==> config.mk <==
export PLATFORM = sky130hd
export DESIGN_NAME = demultiplexer_1_4_4bit_seq
export DESIGN_NICKNAME = d
export VERILOG_FILES = /design/src/rtl/demultiplexer_1_4_4bit_seq.sv
export SDC_FILE = /design/constraint.sdc
export NUM_CORES = 1
export LEC_CHECK = 0
export CORE_ASPECT_RATIO = 1.5
export CORE_UTILIZATION = 43
export CTS_CLUSTER_SIZE = 20
export DETAILED_ROUTE_END_ITERATION = 10
export PLACE_DENSITY = 0.75
export SLEW_MARGIN = 40
export SYNTH_ARGS = -nofsm -noshare
export SYNTH_HDL_FRONTEND = slang
export SYNTH_SLANG_ARGS = --single-unit
==> constraint.sdc <==
create_clock -name clk -period 2.5 [get_ports clk]
set_clock_uncertainty 0.1 [all_clocks]
set_input_delay 0.25 -clock clk [delete_from_list [all_inputs] [get_ports clk]]
set_output_delay 0.25 -clock clk [all_outputs]
set_load 0.01 [all_outputs]
==> src/rtl/demultiplexer_1_4_4bit_seq.sv <==
// Registered 1-to-4 demultiplexer: steers one shared bus word into one of four held
// output registers, either by caller-supplied slot (direct) or by an internal round-robin pointer.
module demultiplexer_1_4_4bit_seq #(
    parameter int WIDTH  = 4,
    parameter int FCNT_W = 4
) (
    input  logic              clk,
    input  logic              reset,
    input  logic              in_valid,
    output logic              in_ready,
    input  logic [WIDTH-1:0]  in_data,
    input  logic [1:0]        in_sel,
    input  logic              rr_mode,
    input  logic              hold,
    input  logic              clear,
    output logic [WIDTH-1:0]  out_0,
    output logic [WIDTH-1:0]  out_1,
    output logic [WIDTH-1:0]  out_2,
    output logic [WIDTH-1:0]  out_3,
    output logic [3:0]        out_load,
    output logic              frame_done,
    output logic [1:0]        slot,
    output logic [FCNT_W-1:0] frame_count
);

    logic [WIDTH-1:0] regs_q [4];
    logic             rr_mode_q;
    logic             xfer;
    logic             mode_change;
    logic [1:0]       base_slot;
    logic [1:0]       target;

    assign in_ready = ~hold & ~clear & ~reset;

    // A mode flip restarts the pointer on this same edge, so a round-robin
    // transfer coincident with the flip lands in slot 0.
    always_comb begin
        xfer        = in_valid & in_ready;
        mode_change = rr_mode ^ rr_mode_q;
        base_slot   = mode_change ? 2'd0 : slot;
        target      = rr_mode ? base_slot : in_sel;
    end

    // NOTE: state updates use <= so every register samples pre-edge values;
    // the output registers are reset explicitly because their zero value is observable.
    always_ff @(posedge clk) begin
        if (reset) begin
            for (int k = 0; k < 4; k++) regs_q[k] <= '0;
            rr_mode_q   <= 1'b0;
            out_load    <= '0;
            frame_done  <= 1'b0;
            slot        <= 2'd0;
            frame_count <= '0;
        end else begin
            rr_mode_q  <= rr_mode;
            out_load   <= '0;
            frame_done <= 1'b0;
            if (clear) begin
                for (int k = 0; k < 4; k++) regs_q[k] <= '0;
                slot <= 2'd0;
            end else begin
                slot <= base_slot;
                // in_data/in_sel only reach state under xfer, so X on them is harmless otherwise.
                if (xfer) begin
                    regs_q[target] <= in_data;
                    out_load       <= 4'b0001 << target;
                    if (rr_mode) begin
                        slot <= base_slot + 2'd1;
                        if (base_slot == 2'd3) begin
                            frame_done  <= 1'b1;
                            frame_count <= frame_count + FCNT_W'(1);
                        end
                    end
                end
            end
        end
    end

    assign out_0 = regs_q[0];
    assign out_1 = regs_q[1];
    assign out_2 = regs_q[2];
    assign out_3 = regs_q[3];

endmodule

==> impl_summary.log, run 1 <==
[metrics] area of the placeable core: 2477 um^2
[metrics] critical-path maximum fanout: 12
[metrics] actual slew at the worst max-slew pin: 0.5692 ns
[metrics] signed area change from the synthesized netlist to the final layout: 41.10%
[metrics] largest incremental delay on the critical path: 0.64 ns
[metrics] number of vias after detailed routing: 910
[metrics] share of async-settable or async-resettable flops after synthesis: 0
[metrics] Synth cell types: 26
[metrics] slowest CP cell: sky130_fd_sc_hd__or4b_4
[metrics] fin cells: 173
[metrics] Max Root-Sink Buffers: 2
[metrics] launching element type of the critical path: primary input
[metrics] Area contributors post-synth: sky130_fd_sc_hd__edfxtp_1 42%, sky130_fd_sc_hd__dfxtp_1 21%, sky130_fd_sc_hd__nor2_1 9.3%, sky130_fd_sc_hd__o21ai_0 3.1%, sky130_fd_sc_hd__nand2_1 2.7%
[metrics] post-synthesis cell type with the largest combined area: sky130_fd_sc_hd__edfxtp_1
[metrics] aggregate routed wire length: 2242 um
[metrics] row count: 22
[metrics] clk slew on worst S/H paths: 0.13 ns
[metrics] start-to-end type of the worst setup path: in -> reg
[metrics] maximum ir drop on the vdd rail: 347.0 uV
[metrics] via count of the first global-routing pass: 852
[metrics] worst hold slack after final layout: 0.4369 ns
[metrics] number of vias per cell: 5.260
[metrics] Fillers: 216
[metrics] outcome: finished, violations left
[metrics] horizontal die dimension: 43.90 um
[metrics] final hold violation count: 0
[metrics] CTS tree: yes
[metrics] cts-stage hold buffer count: 0
[metrics] most common cell in the netlist: sky130_fd_sc_hd__nor2_1
[metrics] number of enable flip-flop cells after synthesis: 16
[metrics] # IOs: 40
[metrics] buffers inserted by post-CTS timing repair: 0
[metrics] gate count of the mapped netlist: 103
[metrics] max-cap viol count: 0
[metrics] min Tclk post-route: 1.979 ns
[metrics] global-route wire length before repair: 3650 um
[metrics] share of the yosys chip area belonging to registers: 0.6365
[metrics] number of buffers added by the clock tree synthesis step: 3
[metrics] unrepaired setup endpoints after global routing: false
[metrics] input/output buffers: 39
[metrics] failing checks: design-rule violations
[metrics] H-tree levels: 1
[metrics] Max Transition Viols Final: 0
[metrics] top flip-flop cell by instance count after synthesis: sky130_fd_sc_hd__edfxtp_1
[metrics] net count reported at finish: 163
[metrics] Overall Global Routing Usage: 0.1726
[metrics] number of remaining DRC errors: 4
[metrics] Wirelength per Cell: 12.96 um
[metrics] HPWL reported at the end of detailed placement: 1731 um
[metrics] Starting Density: 0.4571
[metrics] total overflow reported by the global router: 0
[metrics] die span in y: 64.85 um
[metrics] number of placed cells counting well taps: 169
[metrics] floorplan die area: 2847 um^2
[metrics] worst-case headroom to the max-slew limit: 0.6166
[metrics] achievable clock frequency: 0.5053 GHz
[metrics] Clk Tree Root Cell: sky130_fd_sc_hd__clkbuf_4
[metrics] Detail Route Antenna Nets: 0
[metrics] total power per unit cell area: 492.6 nW/um^2
[metrics] portion of synthesized cell area occupied by the leading cell type: 0.4243
[metrics] GPL Wtd Cong: 0.7573
[metrics] Clock Sinks: 28
[metrics] violation count after the first detailed-route iteration: 27
[metrics] critical path data required time: 2.37 ns
[metrics] Power, Total: 787.0 uW
[metrics] later-pin clock latency in the skew report: 0.32 ns
[metrics] count of synthesis-stage warnings from yosys: 0
[metrics] worst min-delay path class: reg -> reg
[metrics] Synth Register Bits: 28
[metrics] TritonRoute pass-1 iters: 7
[metrics] kind of cell adding the most delay to the critical path: simple AND/OR/NAND/NOR gates
[metrics] maximum number of pins on one net before global-route repair: 16
[metrics] Buf+Inv Stages, Crit Path: 1
[metrics] worst endpoint data arrival time: 1.85 ns
[metrics] Synthesized Nets: 116
[metrics] number of diodes added for antenna fixing: 0
[metrics] total setup violations reported at the end of the flow: 0
[metrics] number of antenna violations at the first check in global routing: 0
[metrics] LEAKAGE: 0.0005827 uW
[metrics] ordered cell list for the critical path: clkdlybuf4s50_1 -> or4b_4 -> o21ai_0
[metrics] type of element capturing the critical path: flip-flop
[metrics] setup TNS: 0 ns
[metrics] share of the clock period used by the worst path after layout: 0.7916
[metrics] post-CTS sizing: 0
[metrics] post-synthesis area per instance: 10.99 um^2
[metrics] Synth Cell Area: 1132 um^2
[metrics] top post-synthesis cells by count: 28 x sky130_fd_sc_hd__nor2_1, 16 x sky130_fd_sc_hd__edfxtp_1, 12 x sky130_fd_sc_hd__dfxtp_1, 8 x sky130_fd_sc_hd__nand2_1, 7 x sky130_fd_sc_hd__o21ai_0
[metrics] fraction of final layout cells with drive strength greater than 1: 0.07383
[metrics] final standard cell utilization of the core: 0.6449
## registers in the layout, summed over array words and instances, names as in the netlist
signal	flops
regs_q	16
frame_count	4
rr_mode_q	1
out_load	4
slot	2
frame_done	1
## routing by layer
layer,up-vias,routed length [um],global-route usage
met5,-,0,0
met4,0,30,0.07955
met3,4,118,0.02507
met2,36,1224,0.3228
met1,422,869,0.1815
li1,448,-,-
## cell families after synthesis
family | share of synthesized area
muxes | 0.01768
AOI/OAI and AO/OA | 0.07735
adders and majority gates | 0.01105
xor gates and xnor gates | 0.02321
buffers and inverters | 0.02651
DFF | 0.6365
and+or+nand+nor | 0.2077
## path summary, 6_finish.rpt
check	startpoint	end	slack [ns]	cells after the start
min	frame_count[1]	frame_count[1]	0.44	2
max reg2reg	slot[0]	regs_q[3][1]	0.71	3
max	hold	regs_q[1][3]	0.52	3
min reg2reg	frame_count[1]	frame_count[1]	0.44	2
## layout make-up
class	count	area [um^2]	share of cell area
sequential	28	720.7	0.4511
multi-input combinational	71	381.6	0.2388
inverter	1	3.754	0.002349
clock buffer	4	26.28	0.01644
tap	24	30.03	0.01879
timing repair buffer	45	435.4	0.2725
## worst min-delay path: cells and delay by family (launching register included)
family             cells  cell delay [ns]
AOI/OAI and AO/OA      2             0.15
DFF                    1             0.36
## metrics by stage
step	instance area (um^2)	worst slack, ns
final	1598	0.5209
after floorplan	1132	0.6672
after global placement	1572	0.2736
after global routing	1598	0.3723
after CTS	1598	0.5090
after detailed placement	1572	0.1396
## layout by cell type (no fill, tap or decap)
cell type and n:
sky130_fd_sc_hd__a21oi_1 3, sky130_fd_sc_hd__clkbuf_4 3, sky130_fd_sc_hd__dfxtp_1 12, sky130_fd_sc_hd__nor3b_1 1, sky130_fd_sc_hd__a22oi_1 1, sky130_fd_sc_hd__clkbuf_1 1, sky130_fd_sc_hd__and2b_1 1, sky130_fd_sc_hd__buf_4 6
sky130_fd_sc_hd__and2_1 1, sky130_fd_sc_hd__nand2_1 8, sky130_fd_sc_hd__ha_1 1, sky130_fd_sc_hd__a21boi_0 1, sky130_fd_sc_hd__nor2_1 28, sky130_fd_sc_hd__o21a_1 1, sky130_fd_sc_hd__inv_1 1, sky130_fd_sc_hd__nor3_4 1
sky130_fd_sc_hd__xnor2_1 3, sky130_fd_sc_hd__nand3_1 2, sky130_fd_sc_hd__a31oi_1 1, sky130_fd_sc_hd__clkdlybuf4s50_1 39, sky130_fd_sc_hd__or4b_4 1, sky130_fd_sc_hd__o21ai_0 7, sky130_fd_sc_hd__a2bb2oi_1 1, sky130_fd_sc_hd__nor3_1 4
sky130_fd_sc_hd__nor2b_1 2, sky130_fd_sc_hd__nand4_1 1, sky130_fd_sc_hd__edfxtp_1 16, sky130_fd_sc_hd__mux2i_1 2
## report_power, final
group          internal (uW)  switching [uW]  total [uW]
combinational           54.8            42.5        97.3
sequential               501            5.94         507
clock                   62.4             120         183
Power figures use the tool's default switching activity.
==> run 2, diff against run 1 <==
==> constraint.sdc (replaced) <==
create_clock -name clk -period 1.9 [get_ports clk]
set_clock_uncertainty 0.1 [all_clocks]
set_input_delay 0.19 -clock clk [delete_from_list [all_inputs] [get_ports clk]]
set_output_delay 0.19 -clock clk [all_outputs]
set_load 0.01 [all_outputs]
==> impl_summary.log, run 2 (synthesis gave the netlist of run 1 again) <==
[metrics] area of the placeable core: 2477 um^2 (unchanged)
[metrics] kind of cell adding the most delay to the critical path: buffers and inverters (was simple AND/OR/NAND/NOR gates)
[metrics] Min-Delay Startpoint: frame_count[1] (unchanged)
[metrics] worst hold slack after final layout: 0.4514 ns (was 0.4369 ns)
[metrics] Worst Reg2Reg Path Length in Cells: 5 (was 3)
[metrics] outcome: finished, violations left (unchanged)
[metrics] total power per unit cell area: 626.7 nW/um^2 (was 492.6 nW/um^2)
[metrics] Buf+Inv Stages, Crit Path: 3 (was 1)
[metrics] post-CTS sizing: 0 (unchanged)
[metrics] final standard cell utilization of the core: 0.6753 (was 0.6449)
[metrics] critical-path maximum fanout: 3 (was 12)
[metrics] via count of the first global-routing pass: 873 (was 852)
[metrics] startpoint of the lowest-slack register-to-register path: slot[0] (unchanged)
[metrics] start-to-end type of the worst setup path: in -> out (was in -> reg)
[metrics] # IOs: 40 (unchanged)
[metrics] clk slew on worst S/H paths: 0.13 ns (about the same)
[metrics] violation count after the first detailed-route iteration: 26 (was 27)
[metrics] register with the most flip-flops: regs_q (unchanged)
[metrics] global-route wire length before repair: 3677 um (was 3650 um)
[metrics] cts-stage hold buffer count: 0 (unchanged)
[metrics] min Tclk post-route: 1.801 ns
[metrics] endpoint of the most critical register-to-register path: regs_q[1][3] (was regs_q[3][1])
[metrics] worst min-delay path class: reg -> reg (unchanged)
[metrics] Max Transition Viols Final: 0 (unchanged)
[metrics] number of flip-flops under the largest register name: 16 (unchanged)
[metrics] critical path data required time: 1.61 ns (was 2.37 ns)
[metrics] crit path to: in_ready (was regs_q[1][3])
[metrics] HPWL reported at the end of detailed placement: 1771 um (was 1731 um)
[metrics] row count: 22 (unchanged)
[metrics] ordered cell list for the critical path: clkdlybuf4s50_1 -> buf_4 -> nor3_1 -> clkdlybuf4s50_1 (was clkdlybuf4s50_1 -> or4b_4 -> o21ai_0)
[metrics] achievable clock frequency: 0.5554 GHz
[metrics] most common cell type on the critical path: sky130_fd_sc_hd__clkdlybuf4s50_1
[metrics] number of remaining DRC errors: 4 (unchanged)
[metrics] fraction of final layout cells with drive strength greater than 1: 0.1321 (was 0.07383)
[metrics] number of antenna violations at the first check in global routing: 0 (unchanged)
[metrics] signed area change from the synthesized netlist to the final layout: 47.73% (was 41.10%)
[metrics] buffers inserted by post-CTS timing repair: 0 (unchanged)
[metrics] actual slew at the worst max-slew pin: 0.3219 ns (was 0.5692 ns)
[metrics] Max Root-Sink Buffers: 2 (unchanged)
[metrics] registers with the highest flip-flop counts: regs_q x16, frame_count x4, out_load x4 (unchanged)
[metrics] input/output buffers: 39 (unchanged)
[metrics] horizontal die dimension: 43.90 um (unchanged)
[metrics] floorplan die area: 2847 um^2 (unchanged)
[metrics] Detail Route Antenna Nets: 0 (unchanged)
[metrics] final hold violation count: 0 (unchanged)
[metrics] TritonRoute pass-1 iters: 7 (unchanged)
[metrics] number of gates on the worst path with buffers counted: 4 (was 3)
[metrics] LEAKAGE: 0.0006293 uW (was 0.0005827 uW)
[metrics] later-pin clock latency in the skew report: 0.32 ns (about the same)
[metrics] worst endpoint data arrival time: 1.51 ns (was 1.85 ns)
[metrics] max-cap viol count: 0 (unchanged)
[metrics] slowest CP cell: sky130_fd_sc_hd__clkdlybuf4s50_1 (was sky130_fd_sc_hd__or4b_4)
[metrics] aggregate routed wire length: 2263 um (was 2242 um)
[metrics] worst-case headroom to the max-slew limit: 0.7846 (was 0.6166)
[metrics] Clock Sinks: 28 (unchanged)
[metrics] share of the clock period used by the worst path after layout: 0.9477
[metrics] launching element type of the critical path: primary input (unchanged)
[metrics] maximum number of pins on one net before global-route repair: 16 (unchanged)
[metrics] number of diodes added for antenna fixing: 0 (unchanged)
[metrics] CTS tree: yes (unchanged)
[metrics] net count reported at finish: 173 (was 163)
[metrics] Clk Tree Root Cell: sky130_fd_sc_hd__clkbuf_4 (unchanged)
[metrics] maximum ir drop on the vdd rail: 379.4 uV (was 347.0 uV)
[metrics] total overflow reported by the global router: 0 (unchanged)
[metrics] Starting Density: 0.4571 (unchanged)
[metrics] total setup violations reported at the end of the flow: 0 (unchanged)
[metrics] most frequent cells in the layout: 39 x sky130_fd_sc_hd__clkdlybuf4s50_1, 28 x sky130_fd_sc_hd__nor2_1, 16 x sky130_fd_sc_hd__buf_4, 16 x sky130_fd_sc_hd__edfxtp_1, 12 x sky130_fd_sc_hd__dfxtp_1 (was 39 x sky130_fd_sc_hd__clkdlybuf4s50_1, 28 x sky130_fd_sc_hd__nor2_1, 16 x sky130_fd_sc_hd__edfxtp_1)
[metrics] Wirelength per Cell: 12.37 um (was 12.96 um)
[metrics] worst setup path start: clear (was hold)
[metrics] Overall Global Routing Usage: 0.1706 (was 0.1726)
[metrics] number of vias after detailed routing: 921 (was 910)
[metrics] die span in y: 64.85 um (unchanged)
[metrics] H-tree levels: 1 (unchanged)
[metrics] failing checks: design-rule violations (unchanged)
[metrics] number of vias per cell: 5.033 (was 5.260)
[metrics] number of buffers added by the clock tree synthesis step: 3 (unchanged)
[metrics] type of element capturing the critical path: primary output (was flip-flop)
[metrics] largest incremental delay on the critical path: 0.56 ns (was 0.64 ns)
[metrics] GPL Wtd Cong: 0.7806 (was 0.7573)
[metrics] unrepaired setup endpoints after global routing: false (unchanged)
[metrics] leading cell type in the layout, fill and taps excluded: sky130_fd_sc_hd__clkdlybuf4s50_1 (unchanged)
[metrics] reg-to-reg slack, setup: 0.35 ns (was 0.71 ns)
-- run 2: worst min-delay path by stage --
stage | cells after the start | to
after global routing | 3 | slot[0]
after detailed placement | 2 | frame_count[1]
final | 2 | frame_count[1]
after CTS | 2 | frame_count[1]
after floorplan | 1 | slot[0]
after global placement | 2 | frame_count[3]
-- run 2: worst reg2reg max path, delay by kind of cell (launching register included) --
kind / cells / cell delay (ns)
AOI/OAI and AO/OA: 2 / 0.29
DFF: 1 / 0.48
buffers and inverters: 1 / 0.16
and+or+nand+nor: 2 / 0.26
-- run 2: metrics by stage --
stage | total power (uW) | std cells | cell area [um^2] | setup WS, ns | setup TNS [ns]
3_5_place_dp | 821.1 | 179 | 1647 | -0.08148 | -1.288
5_1_grt | 1087 | 183 | 1673 | 0.04575 | 0
4_1_cts | 1052 | 183 | 1673 | 0.08673 | 0
3_3_place_gp | 816.9 | 179 | 1647 | -0.06980 | -1.012
6_report | 1048 | 183 | 1673 | 0.09933 | 0
2_1_floorplan | 730.4 | 103 | 1132 | 0.1272 | 0
-- run 2: cell type report --
| class | instances | area [um^2] |
|---|---|---|
| Clock buffer | 4 | 26.28 |
| Fill cell | 209 | 804.5 |
| Inverter | 1 | 3.754 |
| Multi-Input combinational cell | 71 | 381.6 |
| Sequential cell | 28 | 720.7 |
| Tap cell | 24 | 30.03 |
| Timing Repair Buffer | 55 | 510.5 |
-- run 2: routing by layer --
| metal | global-route usage | routed length (um) | vias to the layer above |
|---|---|---|---|
| li1 | - | - | 474 |
| met1 | 0.1931 | 920 | 408 |
| met2 | 0.3097 | 1185 | 37 |
| met3 | 0.02507 | 140 | 2 |
| met4 | 0.06818 | 17 | 0 |
| met5 | 0 | 0 | - |
-- run 2: power by group --
part	total, uW	internal [uW]	switching [uW]
clock	241	82.0	159
combinational	141	82.9	57.9
sequential	667	659	7.51
total	1050	824	225
==> run 3, diff against run 2 <==
--- a/config.mk
+++ b/config.mk
@@ -7,9 +7,11 @@
 export LEC_CHECK = 0
 export CORE_ASPECT_RATIO = 1.5
 export CORE_UTILIZATION = 43
+export CTS_CLUSTER_DIAMETER = 200
 export CTS_CLUSTER_SIZE = 20
 export DETAILED_ROUTE_END_ITERATION = 10
 export PLACE_DENSITY = 0.75
+export SETUP_SLACK_MARGIN = 0.5
 export SLEW_MARGIN = 40
 export SYNTH_ARGS = -nofsm -noshare
 export SYNTH_HDL_FRONTEND = slang
==> impl_summary.log, run 3 (synthesis gave the netlist of run 1 again) <==
[metrics] global-route wire length before repair: 4257 um (was 3677 um)
[metrics] Max Root-Sink Buffers: 2 (unchanged)
[metrics] outcome: finished, violations left (unchanged)
[metrics] worst-case headroom to the max-slew limit: 0.7698 (was 0.7846)
[metrics] row count: 22 (unchanged)
[metrics] total power per unit cell area: 671.6 nW/um^2 (was 626.7 nW/um^2)
[metrics] LEAKAGE: 0.0007996 uW (was 0.0006293 uW)
[metrics] Detail Route Antenna Nets: 0 (unchanged)
[metrics] number of antenna violations at the first check in global routing: 0 (unchanged)
[metrics] min Tclk post-route: 1.440 ns (was 1.801 ns)
[metrics] Fillers: 209 (unchanged)
[metrics] die span in y: 64.85 um (unchanged)
[metrics] sequential fraction of design power: 0.563 (was 0.636)
[metrics] part of the power in combinational logic: 0.115 (was 0.134)
[metrics] fraction of final layout cells with drive strength greater than 1: 0.2327 (was 0.1321)
[metrics] net count reported at finish: 173 (unchanged)
[metrics] input/output buffers: 39 (unchanged)
[metrics] failing checks: design-rule violations (unchanged)
[metrics] final standard cell utilization of the core: 0.7071 (was 0.6753)
[metrics] area of the placeable core: 2477 um^2 (unchanged)
[metrics] leading cell type in the layout, fill and taps excluded: sky130_fd_sc_hd__dlygate4sd2_1 (was sky130_fd_sc_hd__clkdlybuf4s50_1)
[metrics] Clk Tree Root Cell: sky130_fd_sc_hd__clkbuf_4 (unchanged)
[metrics] actual slew at the worst max-slew pin: 0.3437 ns (was 0.3219 ns)
[metrics] final hold violation count: 0 (unchanged)
[metrics] later-pin clock latency in the skew report: 0.32 ns (about the same)
[metrics] switching power: 240.4 uW (was 224.5 uW)
[metrics] H-tree levels: 1 (unchanged)
[metrics] total overflow reported by the global router: 0 (unchanged)
[metrics] registers with the highest flip-flop counts: regs_q x16, frame_count x4, out_load x4 (unchanged)
[metrics] horizontal die dimension: 43.90 um (unchanged)
[metrics] worst min-delay path class: in -> reg (was reg -> reg)
[metrics] clock share of power: 0.321 (was 0.230)
[metrics] setup TNS: 0 ns (unchanged)
[metrics] internal power consumption: 936.1 uW (was 823.8 uW)
[metrics] critical-path maximum fanout: 6 (was 3)
[metrics] worst endpoint data arrival time: 1.38 ns (was 1.51 ns)
[metrics] fin cells: 183 (unchanged)
[metrics] type of element capturing the critical path: flip-flop (was primary output)
[metrics] most frequent cells in the layout: 30 x sky130_fd_sc_hd__dlygate4sd2_1, 26 x sky130_fd_sc_hd__nor2_1, 16 x sky130_fd_sc_hd__edfxtp_1 (was 39 x sky130_fd_sc_hd__clkdlybuf4s50_1, 28 x sky130_fd_sc_hd__nor2_1, 16 x sky130_fd_sc_hd__buf_4, 16 x sky130_fd_sc_hd__edfxtp_1, 12 x sky130_fd_sc_hd__dfxtp_1)
[metrics] cts-stage hold buffer count: 0 (unchanged)
[metrics] share of the clock period used by the worst path after layout: 0.7580 (was 0.9477)
[metrics] placed cell area: 1663 um^2 (was 1647 um^2)
[metrics] Max Transition Viols Final: 0 (unchanged)
[metrics] aggregate routed wire length: 2633 um (was 2263 um)
[metrics] switching share of total power: 0.2043 (was 0.2142)
[metrics] worst hold slack after final layout: 0.2041 ns (was 0.4514 ns)
[metrics] TritonRoute pass-1 iters: 7 (unchanged)
[metrics] GPL Wtd Cong: 0.7446 (was 0.7806)
[metrics] violation count after the first detailed-route iteration: 33 (was 26)
[metrics] CTS tree: yes (unchanged)
[metrics] floorplan die area: 2847 um^2 (unchanged)
[metrics] Overall Global Routing Usage: 0.1970 (was 0.1706)
[metrics] final design area excluding fillers: 1752 um^2 (was 1673 um^2)
[metrics] unrepaired setup endpoints after global routing: true (was false)
[metrics] clk slew on worst S/H paths: 0.15 ns (was 0.13 ns)
[metrics] Clock Sinks: 28 (unchanged)
[metrics] launching element type of the critical path: flip-flop (was primary input)
[metrics] number of vias after detailed routing: 979 (was 921)
[metrics] HPWL reported at the end of detailed placement: 1886 um (was 1771 um)
[metrics] start-to-end type of the worst setup path: reg -> reg (was in -> out)
[metrics] number of diodes added for antenna fixing: 0 (unchanged)
[metrics] number of placed cells counting well taps: 175 (was 179)
[metrics] critical path data required time: 1.84 ns (was 1.61 ns)
[metrics] maximum ir drop on the vdd rail: 556.3 uV (was 379.4 uV)
[metrics] signed area change from the synthesized netlist to the final layout: 54.70% (was 47.73%)
[metrics] maximum number of pins on one net before global-route repair: 17 (was 16)
[metrics] multi-input combinational cell area: 461.7 um^2 (was 381.6 um^2)
[metrics] achievable clock frequency: 0.6944 GHz (was 0.5554 GHz)
[metrics] area taken by flip-flops and latches: 735.7 um^2 (was 720.7 um^2)
[metrics] register with the most flip-flops: regs_q (unchanged)
[metrics] number of buffers added by the clock tree synthesis step: 3 (unchanged)
[metrics] via count of the first global-routing pass: 962 (was 873)
[metrics] total setup violations reported at the end of the flow: 0 (unchanged)
[metrics] Starting Density: 0.4571 (unchanged)
[metrics] number of vias per cell: 5.350 (was 5.033)
[metrics] number of remaining DRC errors: 4 (unchanged)
[metrics] # IOs: 40 (unchanged)
[metrics] max-cap viol count: 0 (unchanged)
[metrics] Wirelength per Cell: 14.39 um (was 12.37 um)
[metrics] number of flip-flops under the largest register name: 16 (unchanged)
-- run 3: per-stage QoR --
| step | setup slack [ns] | power, uW |
|---|---|---|
| floorplan | 0.3715 | 741.5 |
| global placement | -0.04031 | 822.8 |
| detailed placement | -0.08132 | 828.3 |
| CTS | 0.3370 | 1183 |
| global route | 0.4052 | 1222 |
| finish | 0.4599 | 1176 |
-- run 3: worst paths after layout --
path,startpoint,end,slack [ns],depth (start not counted)
max reg2reg,slot[1],regs_q[1][2],0.46,5
max,slot[1],regs_q[1][2],0.46,5
min,clear,slot[0],0.20,3
min reg2reg,frame_count[1],frame_count[1],0.43,2
-- run 3: final cells by class --
class	count	share of cell area
Inverter	1	0.002143
Sequential cell	28	0.4200
Timing Repair Buffer	54	0.2671
Clock buffer	3	0.01286
Tap cell	24	0.01714
Clock inverter	1	0.01714
Multi-Input combinational cell	72	0.2636
-- run 3: power groups by stage --
stage	combinational [uW]	sequential, uW	clock [uW]
6_report	136	663	378
5_1_grt	145	665	412
4_1_cts	134	664	384
3_5_place_dp	148	681	0
3_3_place_gp	143	680	0
2_1_floorplan	50.3	691	0
-- run 3: metal layers --
metal | GRT usage | vias to the layer above | part of all wire
met5 | 0 | - | 0
met4 | 0.04545 | 0 | 0.0080
met3 | 0.03900 | 4 | 0.058
met2 | 0.3769 | 43 | 0.56
met1 | 0.2139 | 457 | 0.37
li1 | - | 475 | -
-- run 3: worst max-delay path: stages, from the launching register on --
cell and delay [ns]:
sky130_fd_sc_hd__dfxtp_4 0.38, sky130_fd_sc_hd__buf_4 0.14, sky130_fd_sc_hd__nor2_2 0.13, sky130_fd_sc_hd__a22oi_1 0.09, sky130_fd_sc_hd__buf_4 0.17, sky130_fd_sc_hd__o21ai_4 0.17
-- run 3: what timing repair did --
action | CTS | global route
pin swaps | 3 | 1
gates resized for setup | 46 | 4
gates cloned | 1 | 0
endpoints found under the hold margin | 0 | 0
setup buffers | 0 | 3
endpoints found under the setup margin | 57 | 17
